===== src/rtl/rolhas_pkg.sv =====
// Shared definitions for the cork-stock controller, the display multiplexer and the main FSM.
package rolhas_pkg;

   typedef enum logic [1:0] {
      OK     = 2'd0,
      PEDIDO = 2'd1,
      ESPERA = 2'd2,
      FALHA  = 2'd3
   } estado_t;

   localparam int W_ESTOQUE          = 7;
   localparam int CAPACIDADE_PAD     = 99;
   localparam int LIMIAR_BAIXO_PAD   = 10;
   localparam int LOTE_REFIL_PAD     = 50;
   localparam int TIMEOUT_CICLOS_PAD = 4096;

   typedef struct packed {
      logic [3:0] dezenas;
      logic [3:0] unidades;
   } bcd_t;

   // Repeated subtraction of ten; nine steps cover the whole 0..99 range.
   function automatic bcd_t para_bcd(input logic [W_ESTOQUE-1:0] valor);
      logic [W_ESTOQUE-1:0] resto;
      logic [3:0]           dez;
      bcd_t                 res;
      resto = valor;
      dez   = 4'd0;
      for (int i = 0; i < 9; i++) begin
         if (resto >= W_ESTOQUE'(10)) begin
            resto = resto - W_ESTOQUE'(10);
            dez   = dez + 4'd1;
         end
      end
      res.dezenas  = dez;
      res.unidades = resto[3:0];
      return res;
   endfunction

endpackage


===== src/rtl/bin_para_bcd.sv =====
// Combinational 7-bit binary to two-digit BCD conversion for stock values 0..99.
module bin_para_bcd
   import rolhas_pkg::*;
(
   input  logic [W_ESTOQUE-1:0] binario,
   output logic [3:0]           dezenas,
   output logic [3:0]           unidades
);

   bcd_t bcd;

   always_comb begin
      bcd      = para_bcd(binario);
      dezenas  = bcd.dezenas;
      unidades = bcd.unidades;
   end

endmodule


===== src/rtl/controle_rolhas.sv =====
// Cork magazine stock counter with saturating update, feeder refill handshake,
// refill timeout alarm and sticky shortage flag. All outputs registered.
module controle_rolhas
   import rolhas_pkg::*;
#(
   parameter int CAPACIDADE      = CAPACIDADE_PAD,
   parameter int LIMIAR_BAIXO    = LIMIAR_BAIXO_PAD,
   parameter int LOTE_REFIL      = LOTE_REFIL_PAD,
   parameter int TIMEOUT_CICLOS  = TIMEOUT_CICLOS_PAD,
   parameter int ESTOQUE_INICIAL = 0
) (
   input  logic                 clock,
   input  logic                 reset,
   input  logic                 consumo,
   input  logic                 carga,
   input  logic                 refil_ack,
   input  logic                 limpa_alarme,
   output logic [W_ESTOQUE-1:0] estoque,
   output logic [3:0]           est_dezenas,
   output logic [3:0]           est_unidades,
   output logic                 refil_req,
   output logic                 parar,
   output logic                 alarme,
   output logic                 erro_falta
);

   localparam int W_CNT  = (TIMEOUT_CICLOS > 1) ? $clog2(TIMEOUT_CICLOS) : 1;
   localparam int W_SOMA = W_ESTOQUE + 2;

   localparam logic [W_CNT-1:0]     CNT_FIM        = W_CNT'(TIMEOUT_CICLOS - 1);
   localparam logic [W_ESTOQUE-1:0] LIMIAR_V       = W_ESTOQUE'(LIMIAR_BAIXO);
   localparam logic [W_ESTOQUE-1:0] CAPACIDADE_V   = W_ESTOQUE'(CAPACIDADE);
   localparam logic [W_ESTOQUE-1:0] INICIAL_V      = W_ESTOQUE'(ESTOQUE_INICIAL);
   localparam estado_t              ESTADO_INICIAL = (ESTOQUE_INICIAL > LIMIAR_BAIXO) ? OK : PEDIDO;
   localparam bcd_t                 BCD_INICIAL    = para_bcd(INICIAL_V);

   estado_t              estado_reg, estado_next;
   logic [W_CNT-1:0]     cnt_reg, cnt_next;
   logic [W_ESTOQUE-1:0] estoque_next;
   logic [W_SOMA-1:0]    soma;
   logic                 consumo_eff, ack_eff;
   logic [3:0]           dezenas_next, unidades_next;

   // Consumption never underflows because it is masked at zero stock.
   always_comb begin
      consumo_eff = consumo & (estoque != '0);
      ack_eff     = refil_ack & refil_req;
      soma        = W_SOMA'(estoque) + W_SOMA'(carga)
                  + (ack_eff ? W_SOMA'(LOTE_REFIL) : '0)
                  - W_SOMA'(consumo_eff);
      estoque_next = (soma > W_SOMA'(CAPACIDADE_V)) ? CAPACIDADE_V : soma[W_ESTOQUE-1:0];
   end

   bin_para_bcd u_bcd (
      .binario  (estoque_next),
      .dezenas  (dezenas_next),
      .unidades (unidades_next)
   );

   always_comb begin
      estado_next = estado_reg;
      case (estado_reg)
         OK:     if (estoque_next <= LIMIAR_V) estado_next = PEDIDO;
         PEDIDO: begin
            if (ack_eff)                estado_next = ESPERA;
            else if (cnt_reg == CNT_FIM) estado_next = FALHA;
         end
         ESPERA: estado_next = (estoque <= LIMIAR_V) ? PEDIDO : OK;
         FALHA:  if (limpa_alarme) estado_next = (estoque <= LIMIAR_V) ? PEDIDO : OK;
         default: estado_next = ESTADO_INICIAL;
      endcase
      // Counter only runs while the request stays up; any entry into PEDIDO starts from zero.
      cnt_next = ((estado_reg == PEDIDO) && (estado_next == PEDIDO)) ? cnt_reg + W_CNT'(1) : '0;
   end

   always_ff @(posedge clock or negedge reset) begin
      if (!reset) begin
         estado_reg   <= ESTADO_INICIAL;
         cnt_reg      <= '0;
         estoque      <= INICIAL_V;
         est_dezenas  <= BCD_INICIAL.dezenas;
         est_unidades <= BCD_INICIAL.unidades;
         refil_req    <= (ESTADO_INICIAL == PEDIDO);
         parar        <= (ESTOQUE_INICIAL == 0);
         alarme       <= 1'b0;
         erro_falta   <= 1'b0;
      end else begin
         estado_reg   <= estado_next;
         cnt_reg      <= cnt_next;
         estoque      <= estoque_next;
         est_dezenas  <= dezenas_next;
         est_unidades <= unidades_next;
         refil_req    <= (estado_next == PEDIDO);
         parar        <= (estoque_next == '0);
         alarme       <= (estado_next == FALHA);
         if (consumo && (estoque == '0)) erro_falta <= 1'b1;
      end
   end

endmodule


===== config.mk =====
export PLATFORM = sky130hd
export DESIGN_NAME = controle_rolhas
export DESIGN_NICKNAME = d
export VERILOG_FILES = /design/src/rtl/rolhas_pkg.sv /design/src/rtl/bin_para_bcd.sv /design/src/rtl/controle_rolhas.sv
export SDC_FILE = /design/constraint.sdc
export NUM_CORES = 1
export LEC_CHECK = 0
export CELL_PAD_IN_SITES_DETAIL_PLACEMENT = 1
export CELL_PAD_IN_SITES_GLOBAL_PLACEMENT = 2
export CORE_MARGIN = 1
export CORE_UTILIZATION = 40
export CTS_BUF_LIST = sky130_fd_sc_hd__clkbuf_16
export DETAILED_ROUTE_END_ITERATION = 12
export GPL_ROUTABILITY_DRIVEN = 0
export HOLD_SLACK_MARGIN = 0.1
export PLACE_DENSITY_LB_ADDON = 0.1
export SYNTH_ARGS = -nofsm -noshare
export SYNTH_HDL_FRONTEND = slang
export SYNTH_SLANG_ARGS = --single-unit

===== constraint.sdc =====
create_clock -name clock -period 20.8 [get_ports clock]
set_input_delay 3.12 -clock clock [delete_from_list [all_inputs] [get_ports clock]]
set_output_delay 3.12 -clock clock [all_outputs]
set_load 0.05 [all_outputs]

# Word-level counts from Yosys, hierarchy flattened
# Index checks and enable logic that the tools add are counted.
# word_totals
regBits	33
latch_bits	0
mem_bits_rw	0
romBits	0
input_bits	6
wordCells	83
n_memories	0
# op_classes
n_addsub	21
mul	0
n_div	0
order_cmp	12
eq_ne	6
shift	0
muxes	27
n_bitwise	2
reduce_logical	6
# op_table
cell	n
7-bit by 4-bit >= comparator with 1-bit output (second input constant)	9
7-bit 2-to-1 mux	9
7-bit by 4-bit subtractor with 7-bit output (second input constant)	8
4-bit 2-to-1 mux	9
4-bit by 1-bit adder with 4-bit output (second input constant)	7
7-bit by 4-bit <= comparator with 1-bit output (second input constant)	2
7-bit logical NOT	2
12-bit by 1-bit adder with 12-bit output (second input constant)	1
12-bit equality test (second input constant)	1
12-bit 2-to-1 mux	1
8-bit by 6-bit adder with 9-bit output	1
9-bit by 7-bit > comparator with 1-bit output (second input constant)	1
9-bit by 1-bit subtractor with 9-bit output	1
7-bit by 1-bit adder with 8-bit output	1
2-bit 2-to-1 mux	4
2-bit case mux with 4 select lines	1
7-bit nonzero test	1
2-bit equality test (second input constant)	3
6-bit 2-to-1 mux	1
2-bit by 1-bit equality test with 1-bit output (second input constant)	2
4-bit subtractor (second input constant)	1
1-bit by 1-bit adder with 2-bit output (second input constant)	1
1-bit AND	2
1-bit logical AND	2
other kinds (2)	3

# Depth between registers and ports, before layout
# depth
word_depth	24
mapped_depth	66

# By module
# Synthesis repeated with hierarchy kept, for this count alone.
# hier_totals
cells_unflattened	551
area_unflattened_um2	4430.5
# by_module_without_submodules
mod	instances	cells_per_inst	area_per_inst_um2
bin_para_bcd	1	366	2562.5
controle_rolhas	1	185	1868.0

# Least setup slack after synthesis
# OpenSTA, ideal clock, no wires.
# synth_timing
kind	input port to flip-flop
start	input port consumo
end	register est_dezenas[1]
setup_ns	0.125
t_arrival_ns	13.887
slack_ns	6.788
cell_stages	61
path_cell_list	inv_1 > a31oi_1 > ha_1 > inv_1 > ha_1 > fa_1 > and3b_1 > o31a_1 > or2_1 > a211oi_1 > nand2b_1 > buf_2 > nor3_1 > a21oi_1 > inv_1 > ha_1 > nor2b_1 > a31oi_1 > [... 25 more ...] > mux2_2 > inv_1 > ha_1 > nand3_1 > o2bb2ai_1 > a211oi_2 > buf_6 > nand2_1 > o21ai_0 > ha_1 > nand2_1 > nor4bb_1 > o31ai_4 > xnor2_1 > ha_1 > a211o_1 > o21a_4 > mux2_4
# synth_via
elab_chain_len	22
word_cells_on_any_way	46
cone_classes	add/sub (17); order compare (10); mux (18); bitwise (1)
# synth_rtl
item	line_no	text
from (decl)	controle_rolhas.sv:14	input logic consumo,
1-bit AND (*)	controle_rolhas.sv:46	consumo_eff = consumo & (estoque != '0);
9-bit by 1-bit subtractor with 9-bit output (*)	controle_rolhas.sv:50	- W_SOMA'(consumo_eff);
9-bit by 7-bit > comparator with 1-bit output	controle_rolhas.sv:51	estoque_next = (soma > W_SOMA'(CAPACIDADE_V)) ? CAPACIDADE_V : soma[W_ESTOQUE-1:0];
7-bit 2-to-1 mux (*)	controle_rolhas.sv:51	
7-bit by 4-bit subtractor with 7-bit output / 7-bit by 4-bit >= comparator with 1-bit output (equally long branches)	rolhas_pkg.sv:31, rolhas_pkg.sv:30	
7-bit 2-to-1 mux / 1-bit 2-to-1 mux (equally long branches)	rolhas_pkg.sv:30	if (resto >= W_ESTOQUE'(10)) begin
7-bit by 4-bit subtractor with 7-bit output, or another cell as far along	rolhas_pkg.sv:31	resto = resto - W_ESTOQUE'(10);
7-bit 2-to-1 mux / 4-bit 2-to-1 mux (equally long branches)	rolhas_pkg.sv:30	
[... 7 more ...]	--	
7-bit 2-to-1 mux / 4-bit 2-to-1 mux (equally long branches)	rolhas_pkg.sv:30	
7-bit by 4-bit subtractor with 7-bit output, or another cell as far along	rolhas_pkg.sv:31	
7-bit 2-to-1 mux / 4-bit 2-to-1 mux (equally long branches)	rolhas_pkg.sv:30	
7-bit by 4-bit subtractor with 7-bit output, or another cell as far along	rolhas_pkg.sv:31	
7-bit 2-to-1 mux / 4-bit 2-to-1 mux (equally long branches)	rolhas_pkg.sv:30	
7-bit by 4-bit >= comparator with 1-bit output / 4-bit by 1-bit adder with 4-bit output (equally long branches)	rolhas_pkg.sv:30, rolhas_pkg.sv:32	
4-bit 2-to-1 mux (*)	rolhas_pkg.sv:30	
via dezenas_next[1]	controle_rolhas.sv:42	logic [3:0] dezenas_next, unidades_next;
to (signal assigned)	controle_rolhas.sv:81	est_dezenas <= BCD_INICIAL.dezenas;
to (signal assigned)	controle_rolhas.sv:91	est_dezenas <= dezenas_next;
to (decl)	controle_rolhas.sv:19	output logic [3:0] est_dezenas,
# The timed path passes the listed nets; every way through them passes the cells marked *.
# A chain may end at the register's enable or synchronous reset.

# Worst setup path after layout
# Ends and elaborated chain as after synthesis.

==> impl_metrics.yaml <==
run_status:
  outcome: "finished, final reports clean"
worst_hold_path:
  hp-start: "erro_falta"
  hold_class: "reg -> reg"
timing:
  final-hold-violation-count: 0
  clock_skew_ps: 5.01
  hold_ws_ps: 473
  min_period_ps: 16140
  setup_violations: 0
  slew_violations: 0
  max_freq_mhz: 62.0
  final.setup.tns_ps: 0
  rsz0062_at_grt: "no"
  period_share_pct: 77.6
  relSlewSlack_pct: 43.5
  setup_slack_ps: 4660
  tightest_slew_ps: 845
clock_network:
  htreeDepth: 2
  cts_resized: 0
  clk_path_buf_depth: 2
  cts_sinks: 32
  post-cts-setup-buffers: 0
  cts-hold-fix-buffers: 0
  cts_made_buffers: 5
  clockRootBuffer: "clkbuf_16"
  clk_latency_ps: 280
  clk_pin_slew_worst_paths_ps: 50
  cts_tree: "built"
logic_synthesis:
  synth_edf_count: 0
  ys_seq_elements: 32
  synth_area_um2: 4450
  synth_cells: 547
  synth-async-reset-ratio_pct: 100
  yosysUniqueCellTypes: 98
  syn_avg_cell_area_um2: 8.14
  synthFlopType: "dfrtp_1"
  ys_seq_area_share_pct: 18.1
  ys_warn_count: 0
  synth.net_count: 586
detailed_routing:
  drt_iter0_drc: 169
  via_per_inst: 5.86
  num_vias: 4148
  drc_errors: 0
  routedWlPerCell_um: 17.6
  routed_wl_um: 12400
  firstDrtPassIters: 8
  ant_nets: 0
cells_and_area:
  fin_area_um2: 4940
  drive_above_1_share_pct: 12.5
  antenna_cells: 0
  areaGrowthSynthToFinish_pct: 10.8
  final_common_cell: "nand2_1"
  final_nets: 606
  n_fill_cell: 1321
  largest_reg_flops: 12
  final_cell_mix: "nand2_1 (53), nor2_1 (49), inv_1 (44)"
critical_path:
  worstSetupEndpointType: "flop"
  r2r_start: "estoque[5]"
  crit_type: "in -> reg"
  cp.arrival_ps: 16300
  worst-path-max-fanout: 12
  slowest_delay_ps: 730
  start_kind: "input pin"
  crit_path_top_delay_cell: "a211oi_2"
  cp_data_required_time_ps: 20960
  cpMostUsedCell: "ha_1"
  crit_start: "consumo"
global_route:
  grt_use_total_pct: 22.5
  grt_pass1_wl_um: 20900
  grt_max_degree: 33
  grt_antenna_before_repair: 0
  grt-ovfl-total: 0
  grt_pass1_vias: 4263
placed_design:
  place_area_um2: 4800
  dp_hpwl_um: 10200
  pre_cts_slack_ps: 4460
  numPortBuffers: 24
job:
  maxCapViolCount: 0
die:
  die_y_um: 108
  rows: 38
  initial_core_util_pct: 41.1
  io_pins: 25
  die-area_um2: 11600
  fp.dieW_um: 108
  coreArea_um2: 10800
per-layer routing:
layer / vias up / routed length (µm) / GRT usage, %
met5: - / 0 / 0
met4: 0 / 330 / 8.61
met3: 24 / 209 / 1.33
met2: 70 / 6070 / 40.1
met1: 2014 / 5810 / 28.3
li1: 2040 / - / -
kinds of logic after synthesis:
| logic type | synth area share [%] |
|---|---|
| and+or+nand+nor | 24.6 |
| DFF | 18.1 |
| muxes | 4.44 |
| AOI/OAI and AO/OA | 27.1 |
| xor gates and xnor gates | 10.6 |
| adders and majority gates | 9.44 |
| buffers and inverters | 5.76 |
critical path, delay by kind of cell:
family	cells	cell delay [ps]
compound gates	15	3930
xor+xnor	4	1240
fa+ha+maj	11	2780
buf+inv	8	960
mux	3	870
simple gates	15	3380
worst paths after layout:
kind	end	slack [ps]	cells after the start
worst min register to register	erro_falta	470	1
worst max register to register	est_dezenas[1]	7090	55
worst max-delay path	est_dezenas[1]	4660	56
max in group asynchronous	refil_req	17220	2
min in group asynchronous	estoque[5]	3250	2
worst min-delay path	erro_falta	470	1
per-stage QoR:
stage               utilization (%)  instances
floorplan                         -        547
global placement               44.2        700
detailed placement             44.2        700
CTS                            45.5        708
global route                   45.5        708
finish                         45.5        708
cells in the mapped netlist (3+ instances only):
library cell | number | area, µm²
o31a_1 | 3 | 26.3
nor2_1 | 49 | 184
or4_1 | 3 | 22.5
and3_1 | 7 | 43.8
o21ai_1 | 6 | 30.0
o31ai_1 | 4 | 30.0
o21a_1 | 4 | 30.0
a21oi_1 | 33 | 165
nand3b_1 | 4 | 30.0
o211ai_1 | 5 | 37.5
nand2b_1 | 7 | 43.8
a21o_1 | 4 | 30.0
dfrtp_1 | 29 | 726
ha_1 | 32 | 400
inv_1 | 43 | 161
o21ai_0 | 15 | 75.1
o211a_1 | 3 | 30.0
buf_2 | 4 | 20.0
nor4_1 | 3 | 18.8
nor3_1 | 10 | 50.1
dfstp_2 | 3 | 78.8
buf_4 | 3 | 22.5
a211o_1 | 6 | 52.6
and2_1 | 7 | 43.8
xnor2_2 | 7 | 114
a211oi_2 | 3 | 37.5
nor2b_1 | 8 | 50.1
xnor2_1 | 23 | 201
o2bb2ai_1 | 3 | 26.3
nor2_2 | 4 | 25.0
nand2_1 | 53 | 199
a31oi_1 | 8 | 50.1
mux2i_1 | 7 | 70.1
buf_6 | 3 | 33.8
nand4_1 | 4 | 25.0
clkbuf_1 | 3 | 11.3
xor2_1 | 18 | 158
a21boi_0 | 3 | 22.5
nand3_1 | 25 | 125
a211oi_1 | 3 | 22.5
mux2_2 | 8 | 90.1
cell type report:
type | count | area (µm²) | share of cell area (%)
clock inverters | 3 | 15.0 | 0.304
multi-input cells | 457 | 3390 | 68.7
repair buffers | 26 | 255 | 5.17
well taps | 140 | 175 | 3.55
inverters | 45 | 169 | 3.42
flip-flops and latches | 32 | 805 | 16.3
clock buffers | 5 | 125 | 2.53
Power is not shown: default switching activity piles up to over one toggle a cycle in this logic, so the estimate is an artifact.
